File: src/rtl/fpu_issue_ctrl.sv
`default_nettype none
// ============================================================================
// Module   : fpu_issue_ctrl
// Desc     : Requester-side start/done/busy handshake controller for FPU_Top.
//            Optional WAIT watchdog enabled by defining FPU_ISSUE_TIMEOUT_EN.
// Revision : 1.0  initial release
// ============================================================================
module fpu_issue_ctrl #(
  parameter int TAG_W          = 5,
  parameter int LOCAL_SIGN_OPS = 1,
  parameter int TIMEOUT_CYCLES = 256
) (
  input  logic             clk,
  input  logic             rst,
  input  logic             req_valid,
  output logic             req_ready,
  input  logic [2:0]       req_op,
  input  logic [31:0]      req_a,
  input  logic [31:0]      req_b,
  input  logic [TAG_W-1:0] req_tag,
  output logic             fpu_start,
  output logic [2:0]       fpu_op,
  output logic [31:0]      fpu_n1,
  output logic [31:0]      fpu_n2,
  input  logic [31:0]      fpu_result,
  input  logic             fpu_done,
  input  logic             fpu_busy,
  output logic             resp_valid,
  input  logic             resp_ready,
  output logic [31:0]      resp_data,
  output logic [TAG_W-1:0] resp_tag,
  output logic             resp_err
);

  localparam logic [31:0] C_QNAN = 32'h7FC0_0000;

  typedef enum logic [1:0] {
    S_IDLE  = 2'd0,
    S_ISSUE = 2'd1,
    S_WAIT  = 2'd2,
    S_RESP  = 2'd3
  } state_t;

  state_t             state_q, state_d;
  logic               req_ready_q, req_ready_d;
  logic               fpu_start_q, fpu_start_d;
  logic [2:0]         fpu_op_q, fpu_op_d;
  logic [31:0]        fpu_n1_q, fpu_n1_d;
  logic [31:0]        fpu_n2_q, fpu_n2_d;
  logic               resp_valid_q, resp_valid_d;
  logic [31:0]        resp_data_q, resp_data_d;
  logic [TAG_W-1:0]   tag_q, tag_d;
  logic               resp_err_q, resp_err_d;

`ifdef FPU_ISSUE_TIMEOUT_EN
  localparam int CNT_W = $clog2(TIMEOUT_CYCLES + 1);
  logic [CNT_W-1:0]   cnt_q, cnt_d;
`endif

  always_comb begin
    state_d     = state_q;
    fpu_start_d = 1'b0;
    fpu_op_d    = fpu_op_q;
    fpu_n1_d    = fpu_n1_q;
    fpu_n2_d    = fpu_n2_q;
    resp_data_d = resp_data_q;
    resp_err_d  = resp_err_q;
    tag_d       = tag_q;
`ifdef FPU_ISSUE_TIMEOUT_EN
    cnt_d       = cnt_q;
`endif
    case (state_q)
      S_IDLE: begin
        if (req_valid && req_ready_q) begin
          fpu_op_d = req_op;
          fpu_n1_d = req_a;
          fpu_n2_d = req_b;
          tag_d    = req_tag;
          if (req_op[2:1] == 2'b11) begin
            resp_data_d = C_QNAN;
            resp_err_d  = 1'b1;
            state_d     = S_RESP;
          end else if ((LOCAL_SIGN_OPS != 0) && (req_op == 3'b100)) begin
            resp_data_d = {~req_a[31], req_a[30:0]};
            resp_err_d  = 1'b0;
            state_d     = S_RESP;
          end else if ((LOCAL_SIGN_OPS != 0) && (req_op == 3'b101)) begin
            resp_data_d = req_a;
            resp_err_d  = 1'b0;
            state_d     = S_RESP;
          end else begin
            state_d = S_ISSUE;
          end
        end
      end
      S_ISSUE: begin
        if (!fpu_busy) begin
          fpu_start_d = 1'b1;
          state_d     = S_WAIT;
`ifdef FPU_ISSUE_TIMEOUT_EN
          cnt_d       = '0;
`endif
        end
      end
      S_WAIT: begin
        // A done seen while our own start pulse is still high belongs to a previous op.
        if (fpu_done && !fpu_start_q) begin
          resp_data_d = fpu_result;
          resp_err_d  = 1'b0;
          state_d     = S_RESP;
        end
`ifdef FPU_ISSUE_TIMEOUT_EN
        else if (cnt_q == CNT_W'(TIMEOUT_CYCLES - 1)) begin
          resp_data_d = C_QNAN;
          resp_err_d  = 1'b1;
          state_d     = S_RESP;
        end else begin
          cnt_d = cnt_q + CNT_W'(1);
        end
`endif
      end
      S_RESP: begin
        if (resp_ready) begin
          state_d = S_IDLE;
        end
      end
      default: state_d = S_IDLE;
    endcase
    req_ready_d  = (state_d == S_IDLE);
    resp_valid_d = (state_d == S_RESP);
  end

  always_ff @(posedge clk or negedge rst) begin
    if (!rst) begin
      state_q      <= S_IDLE;
      req_ready_q  <= 1'b0;
      fpu_start_q  <= 1'b0;
      fpu_op_q     <= 3'd0;
      fpu_n1_q     <= 32'd0;
      fpu_n2_q     <= 32'd0;
      resp_valid_q <= 1'b0;
      resp_data_q  <= 32'd0;
      tag_q        <= '0;
      resp_err_q   <= 1'b0;
    end else begin
      state_q      <= state_d;
      req_ready_q  <= req_ready_d;
      fpu_start_q  <= fpu_start_d;
      fpu_op_q     <= fpu_op_d;
      fpu_n1_q     <= fpu_n1_d;
      fpu_n2_q     <= fpu_n2_d;
      resp_valid_q <= resp_valid_d;
      resp_data_q  <= resp_data_d;
      tag_q        <= tag_d;
      resp_err_q   <= resp_err_d;
    end
  end

`ifdef FPU_ISSUE_TIMEOUT_EN
  always_ff @(posedge clk or negedge rst) begin
    if (!rst) begin
      cnt_q <= '0;
    end else begin
      cnt_q <= cnt_d;
    end
  end
`endif

  assign req_ready  = req_ready_q;
  assign fpu_start  = fpu_start_q;
  assign fpu_op     = fpu_op_q;
  assign fpu_n1     = fpu_n1_q;
  assign fpu_n2     = fpu_n2_q;
  assign resp_valid = resp_valid_q;
  assign resp_data  = resp_data_q;
  assign resp_tag   = tag_q;
  assign resp_err   = resp_err_q;

endmodule
`default_nettype wire

File: config.mk
export PLATFORM = sky130hd
export DESIGN_NAME = fpu_issue_ctrl
export DESIGN_NICKNAME = d
export VERILOG_FILES = /design/src/rtl/fpu_issue_ctrl.sv
export SDC_FILE = /design/constraint.sdc
export NUM_CORES = 1
export LEC_CHECK = 0
export ABC_AREA = 1
export CAP_MARGIN = 5
export CORE_MARGIN = 2
export CORE_UTILIZATION = 30
export CTS_CLUSTER_DIAMETER = 200
export DETAILED_ROUTE_END_ITERATION = 8
export MAX_ROUTING_LAYER = met4
export SYNTH_ARGS = -nofsm -noshare
export SYNTH_HDL_FRONTEND = slang
export SYNTH_SLANG_ARGS = --single-unit
File: constraint.sdc
create_clock -name clk -period 2.1 [get_ports clk]
set_input_delay 0.21 -clock clk [delete_from_list [all_inputs] [get_ports clk]]
set_output_delay 0.21 -clock clk [all_outputs]
set_load 0.01 [all_outputs]
# Word-level counts from Yosys, hierarchy flattened
# Cells that the tools add are included.
totals:
  register_bits: 110
  out_inout_bits: 108
op_classes:
  n_bitwise: 1
  muxes: 22
  n_eq_ne: 10
  reduce_logical: 8
op_table:
  columns: ["op", "count"]
  rows:
  - ["$mux W32", 5]
  - ["$pmux W32 S2", 1]
  - ["$mux W2", 7]
  - ["$eq A2 B2 Y1 const B", 4]
  - ["$pmux W2 S4", 1]
  - ["$mux W1", 7]
  - ["$eq A3 B3 Y1 const B", 2]
  - ["$logic_not A2 Y1", 2]
  - ["$ne A2 B2 Y1 const B", 2]
  - ["$ne A4 B4 Y1 const B", 1]
  - ["$reduce_and A4 Y1", 1]
  - ["$eq A2 B1 Y1 const B", 1]
  - ["$logic_and A1 B1 Y1", 2]
  - ["$pmux W1 S2", 1]
  - ["$reduce_and A2 Y1", 1]
  - ["$reduce_bool A2 Y1", 1]
  - ["$logic_not A1 Y1", 1]
  - ["$not A1 Y1", 1]

# Logic depth before layout (Yosys ltp)
depth:
  word_depth: 7
  depth_mapped: 8

# Worst setup path before layout
# Ideal clock, no wire load.
synth_path:
  kind: "reg-to-reg"
  start: "register state_q[0]"
  end: "register fpu_n2_q[10], in the netlist fpu_n2[10]"
  path_stages_with_launch: 9
  path_slack_ps: 818
  arrival_time_ps: 1165
  required_ps: 1983
  path_cell_list: "dfrtp_1 inv_2 nand2_2 nor2_4 inv_4 buf_6 buf_2 nand2_1 nand2_1"
synth_via:
  elab_chain_len: 2
synth_lines:
  columns: ["element", "line", "source"]
  rows:
  - ["from (decl)", "44", "state_t state_q, state_d;"]
  - ["from (signal assigned)", "146", "state_q <= state_d;"]
  - ["$logic_not A2 Y1", "72", "case (state_q)"]
  - ["$reduce_and A2 Y1 (no line)", null, null]
  - ["to (signal assigned)", "151", "fpu_n2_q <= fpu_n2_d;"]
  - ["to (decl)", "49", "logic [31:0] fpu_n2_q, fpu_n2_d;"]
# No other way between the ends.
# A chain may end at the register's enable or synchronous reset.

# Worst setup path after layout
layout_path:
  start: "register state_q[0]"
  end: "register req_ready_q, in the netlist req_ready"
layout_via:
  elab_chain_len: 3
  word_cells_on_any_way: 10
  classes_between: "eq/ne (3); mux (5); reduce/logical (2)"
layout_lines:
  columns: ["element", "line", "source"]
  rows:
  - ["$eq A2 B2 Y1, or another cell as far along", "72", null]
  - ["$pmux W2 S4 *", "72", null]
  - ["via state_d[0]", "44", null]
  - ["$logic_not A2 Y1 *", "129", "req_ready_d = (state_d == S_IDLE);"]
  - ["via req_ready_d", "45", "logic req_ready_q, req_ready_d;"]
  - ["to (signal assigned)", "147", "req_ready_q <= req_ready_d;"]
  - ["to (decl)", "45", null]
# Mark *: on every way through the listed nets, which the timed path passes. The rest lies on a longest branch.

==> run metrics <==
final hold violations 0; clock tree sinks 110; CTS H-tree depth 3; number of enable flip-flop cells after synthesis 0; final net count 872; outcome finished, final reports clean; library cells used by synthesis 21; internal power 6.55 mW; cts bufs inserted 9; IR drop worst, VDD 0.490 mV; final max-slew violation count 0; Clk network pwr share 0.184; floorplan die height 128 um; cell count after synthesis 551; overall routed net length 14,100 um; flip-flop and latch count after synthesis 110; average routed wire per standard cell 14.7 um; area of the mapped netlist 4640 um2; worst slew pin tran 0.982 ns; leading cell type by number of instances after synthesis sky130_fd_sc_hd__nand2_1; # Max-Cap Violations 0; R2R setup slack 0.30 ns; Core ar. 15,100 um2; total number of vias 4,337; Power Density 1380 nW/um2; count of placed standard cells in the final layout, fillers left out 955; pin count of the biggest net entering global routing 107; Synth warnings 0; series of cell instances along the critical path inv_2 -> nand2_2 -> nor2_4 -> inv_4 -> nand4_1 -> nor2_1; Root Driver sky130_fd_sc_hd__clkbuf_16; maximum cell stage delay along the critical path 0.65 ns; area leader, netlist sky130_fd_sc_hd__dfrtp_1; dominant synthesized flop cell sky130_fd_sc_hd__dfrtp_1; net switching fraction of the power 0.352; top-level port count 218; top cells by area in the synthesized netlist sky130_fd_sc_hd__dfrtp_1, sky130_fd_sc_hd__nand2_1, sky130_fd_sc_hd__o21ai_0, sky130_fd_sc_hd__nand3_1, sky130_fd_sc_hd__inv_1; count of standard-cell rows 45; upper clock frequency limit 0.556 GHz; largest driver fanout on the critical path 106; DP Cell Count 938; leading cell types by count after synthesis sky130_fd_sc_hd__nand2_1, sky130_fd_sc_hd__dfrtp_1, sky130_fd_sc_hd__o21ai_0; master of the slowest instance on the critical path sky130_fd_sc_hd__inv_4; final worst clock skew 0.00531 ns; part of the cycle the worst path needs 0.856; cell leakage power 3.56 nW; cell area after layout 7330 um2; post-detail-place hpwl 10,200 um; worst min path class in2async; weighted congestion at the end of routability-driven global placement 0.871; Antenna Nets Post-Route 0; normalized max-slew margin 0.345; antenna violations before repair 0; portion of the post-synthesis area used by sequential elements 0.593; TritonCTS clock tree built; Sequential Power Share 0.357; Worst Path Required 2.37 ns; floorplan die width 128 um; starting density of the core 0.306; I/O Buffers 217; GRT Overall Usage 0.179; critical path class reg2reg; average instance area after synthesis 8.42 um2; TNS Setup 0 ns; fraction of synthesized cell area taken by the top area cell type 0.593; CP arrival 2.06 ns; Post-route DRC 0; buffer depth of the longest clock path 2; Clock Latency Late Sink 0.34 ns; final critical delay including setup and external delays 1.80 ns; total congestion overflow 0; fraction of final layout cells with drive strength greater than 1 0.0495; count of inserted antenna diode cells 0; Die ar. 16,500 um2; RSZ-0062 raised after global routing false; via count of the first global-routing pass 4,395; share of the core filled with cells 0.484; DR iter-0 viols 188; clock slew seen by the registers of the worst setup and hold paths 0.07 ns; sum of internal, switching and leakage power 10.1 mW; async set-or-reset flop fraction in the synthesized netlist 1.00; Sw Pwr 3.56 mW; endpoint type of the worst setup path flop; area of placed instances 6990 um2; layout-stage area growth over the synthesis result 57.9%; drt via density 4.54; number of search-and-repair iterations in the first detailed-routing pass 7; share of power burned in combinational logic 0.460; first-pass GRT wire length 22,500 um; critical path launch point type flop; endpoints failing setup 0; net count of the mapped netlist 661
flip-flops by register name, indices dropped and copies added (netlist names):
name / flops
fpu_n1: 32
fpu_n2: 32
resp_data: 32
resp_tag: 5
fpu_op: 3
state_q: 2
fpu_start: 1
req_ready: 1
resp_err: 1
resp_valid: 1
placed cells by master (no fill, tap or decap), drive strengths merged:
master	netlist	layout
nand2	247	247
clkdlybuf4s50	0	216
bufinv	0	2
dfrtp	110	110
o21ai	55	55
nand3	42	42
clkbuf	5	11
dlygate4sd3	0	1
clkinvlp	0	1
buf	24	12
clkinv	0	2
a21oi	10	10
nand4	1	1
nor2	15	15
inv	42	42
logic make-up after synthesis:
kind of cell / count (synthesis) / synth area share
and+or+nand+nor: 305 / 0.269
DFF: 110 / 0.593
buffers and inverters: 71 / 0.0679
AOI/OAI and AO/OA: 65 / 0.0701
per-stage QoR:
stage | setup slack (ns) | hold WS (ns)
after floorplan | 0.818 | -0.0856
after global placement | 0.206 | 0.0874
after detailed placement | 0.132 | 0.0938
after CTS | 0.247 | 0.274
after global routing | 0.0226 | 0.307
final | 0.302 | 0.277
path summary, 6_finish.rpt:
path | startpoint | endpoint | depth (start not counted)
max | state_q[0] | req_ready | 6
min | rst | req_ready | 2
max reg2reg | state_q[0] | req_ready | 6
min reg2reg | fpu_n2[11] | fpu_n2[11] | 2
max in group asynchronous | rst | resp_data[21] | 3
min in group clk | req_tag[4] | resp_tag[4] | 3
cell type report:
class / count / area, um2
Clock buffer: 11 / 253
Clock inverter: 5 / 81.3
Fill cell: 1449 / 7820
Inverter: 42 / 160
Multi-Input combinational cell: 370 / 1570
Sequential cell: 110 / 2750
Tap cell: 188 / 235
Timing Repair Buffer: 229 / 2270
worst max-delay path: cells and delay by family (launching register included):
family,cells,cell delay [ns]
and+or+nand+nor,4,0.52
DFF,1,0.47
buffers and inverters,2,0.71
power by group through the flow:
stage | clock [mW] | combinational, mW | sequential (mW)
after global routing | 2.00 | 5.18 | 3.73
final | 1.86 | 4.65 | 3.61
after detailed placement | 0 | 4.72 | 3.64
after floorplan | 0 | 1.66 | 4.01
after global placement | 0 | 4.67 | 3.61
after CTS | 1.93 | 4.73 | 3.62
layer usage:
metal | track usage | routed length, um | vias to the layer above
li1 | - | - | 2135
met1 | 0.230 | 6160 | 2014
met2 | 0.281 | 6440 | 164
met3 | 0.0383 | 1150 | 24
met4 | 0.0653 | 314 | 0
met5 | - | 0 | -
repair_timing:
action	4_1_cts	5_1_grt
buffers inserted	0	0
resized for setup	0	0
endpoints found under the setup margin	0	0
hold endpoints to repair	14	0
hold buffers	1	0
Note: power is estimated with default switching activity, not from simulation.
==> patch, RTL diff (same settings) <==
`resp_data_q` and `tag_q` no longer have a reset.
--- a/src/rtl/fpu_issue_ctrl.sv
+++ b/src/rtl/fpu_issue_ctrl.sv
@@ -140,6 +140,4 @@
       fpu_n2_q     <= 32'd0;
       resp_valid_q <= 1'b0;
-      resp_data_q  <= 32'd0;
-      tag_q        <= '0;
       resp_err_q   <= 1'b0;
     end else begin
@@ -151,8 +149,11 @@
       fpu_n2_q     <= fpu_n2_d;
       resp_valid_q <= resp_valid_d;
-      resp_data_q  <= resp_data_d;
-      tag_q        <= tag_d;
       resp_err_q   <= resp_err_d;
     end
+  end
+
+  always_ff @(posedge clk) begin
+    resp_data_q <= resp_data_d;
+    tag_q       <= tag_d;
   end
 
Behaviour: differs if rst is asserted again (counterexample within 4 cycles, from zero or initial values and one cycle with rst low); with rst held inactive, the same outputs for 4 cycles.
==> patch against the original RTL <==
Largest power group unchanged. Critical endpoint is now resp_data[14]. Sequential cell count unchanged. Total power is 10% lower. Synthesized cell count fell by 22%. Combinational power is 18% lower. Cell area down 4.2%. Area after synthesis is 4.9% lower. Worst setup slack gained 250 ps. Sequential share of layout area is 4.3 points higher. Highest routed layer unchanged. Wire length decreased by 15%.
==> patch: results (changes against the original RTL) <==
[status]
status=complete, no violations

[route]
wl_met3_um=754  ; -34%
dr_wl_met2_um=5940  ; -7.8%
initialDrtViolationCount=171  ; -9.0%
vias=3661  ; -16%
wl_met1_um=5140  ; -17%
first_pass_iters=4  ; -3
wl_um=12000  ; -15%

[logic_synthesis]
yosys_warnings=0  ; unchanged
ys.flop_type=dfrtp_1
ys_seq_area_frac=0.666  ; +0.0724
synth_edf_count=37  ; +37
synthCells=432  ; -22%
synth_fp_nets=542  ; -18%
synth_common_cells=167 x nand2_1, 73 x dfrtp_1, 40 x inv_1
synth.area.top_cells=dfrtp_1 41%, edfxtp_1 25%, nand2_1 14%, inv_1 3.4%, o21ai_1 2.6%
async_flop_share=0.664  ; -0.336

[grt]
grt_pass1_vias=3697  ; -16%
grt_util_met3=0.0325  ; -0.00573
overflow=0  ; unchanged
grtUsageTotal=0.155  ; -0.0242
grtUsageMet1=0.191  ; -0.0393
met2_usage=0.257  ; -0.0239
antenna_found_initial=0  ; unchanged
grt_first_pass_wirelength_um=18800  ; -16%
grt_max_degree=103  ; -3.7%

[placed_design]
gp_congestion=0.792  ; -9.0%
post-place-cells=820  ; -13%
placed_area_um2=6730  ; -3.7%
hpwl_um=8880  ; -13%
pre_cts_ws_ps=420  ; +288 ps
io_buffer_count=217  ; unchanged

[finish]
antenna_cells=0  ; unchanged
layout.cells.non_filler=837  ; -12%
drive_gt1_frac=0.0643  ; +0.0148
nNetsFinal=758  ; -13%

[power]
p_leak_nw=3.13  ; -12%
clkPwrFrac=0.180  ; -0.004
intPower_mw=6.04  ; -7.8%
power_mw=9.06  ; -10%
vdd_drop_max_mv=0.576  ; +17%

[sta]
worst_pin_slew_ps=446  ; -536 ps
clock_skew_ps=4.67  ; -0.640 ps

[clock_network]
cts_resized=0  ; unchanged
clockBufferDepth=2  ; unchanged
clock_latency_ps=340  ; about the same
cts_inserted_buffers=9  ; unchanged
cts_root_buf=clkbuf_16
clkTransAtPathRegs_ps=70  ; about the same
post-cts-setup-buffers=0  ; unchanged

[setup_path]
cp_slowest_stage_delay_ps=460  ; -190 ps
path_delay_family=simple AND/OR/NAND/NOR gates
r2r_start=state_q[0]
crit_slowest_cell=dfrtp_1
path_class=register to register
worstPathMaxFanout=32  ; -70%
crit_arrival_ps=1570  ; -490 ps

[worst_hold_path]
hold_path.class=primary input to async pin

patch: path summary, 6_finish.rpt:
check / endpoint / slack, ps / depth (start not counted)
max: resp_data[14] / 560 / 6
min: fpu_n2[20] / 330 / 2
max reg2reg: resp_data[14] / 560 / 6
min reg2reg: fpu_n1[27] / 480 / 2
max in group asynchronous: fpu_n2[17] / 1180 / 3
min in group clk: fpu_n2[28] / 410 / 3
patch: layout make-up:
class                   instances  area [um^2]
clock buffers                  12          256
well taps                     184          230
clock inverters                 4         28.8
inverters                      43          161
repair buffers                224         2260
fillers                      1324         7460
flip-flops and latches        110         2940
multi-input cells             260         1140
patch: repair_timing:
action,4_1_cts,5_1_grt
hold endpoints to repair,28,0
setup endpoints to repair,0,0
hold buffers,1,0
patch: cell families after synthesis:
family,after synthesis,share of synthesized area
AOI/OAI and AO/OA,66,0.0867
buffers and inverters,62,0.0762
DFF,110,0.666
and+or+nand+nor,194,0.171
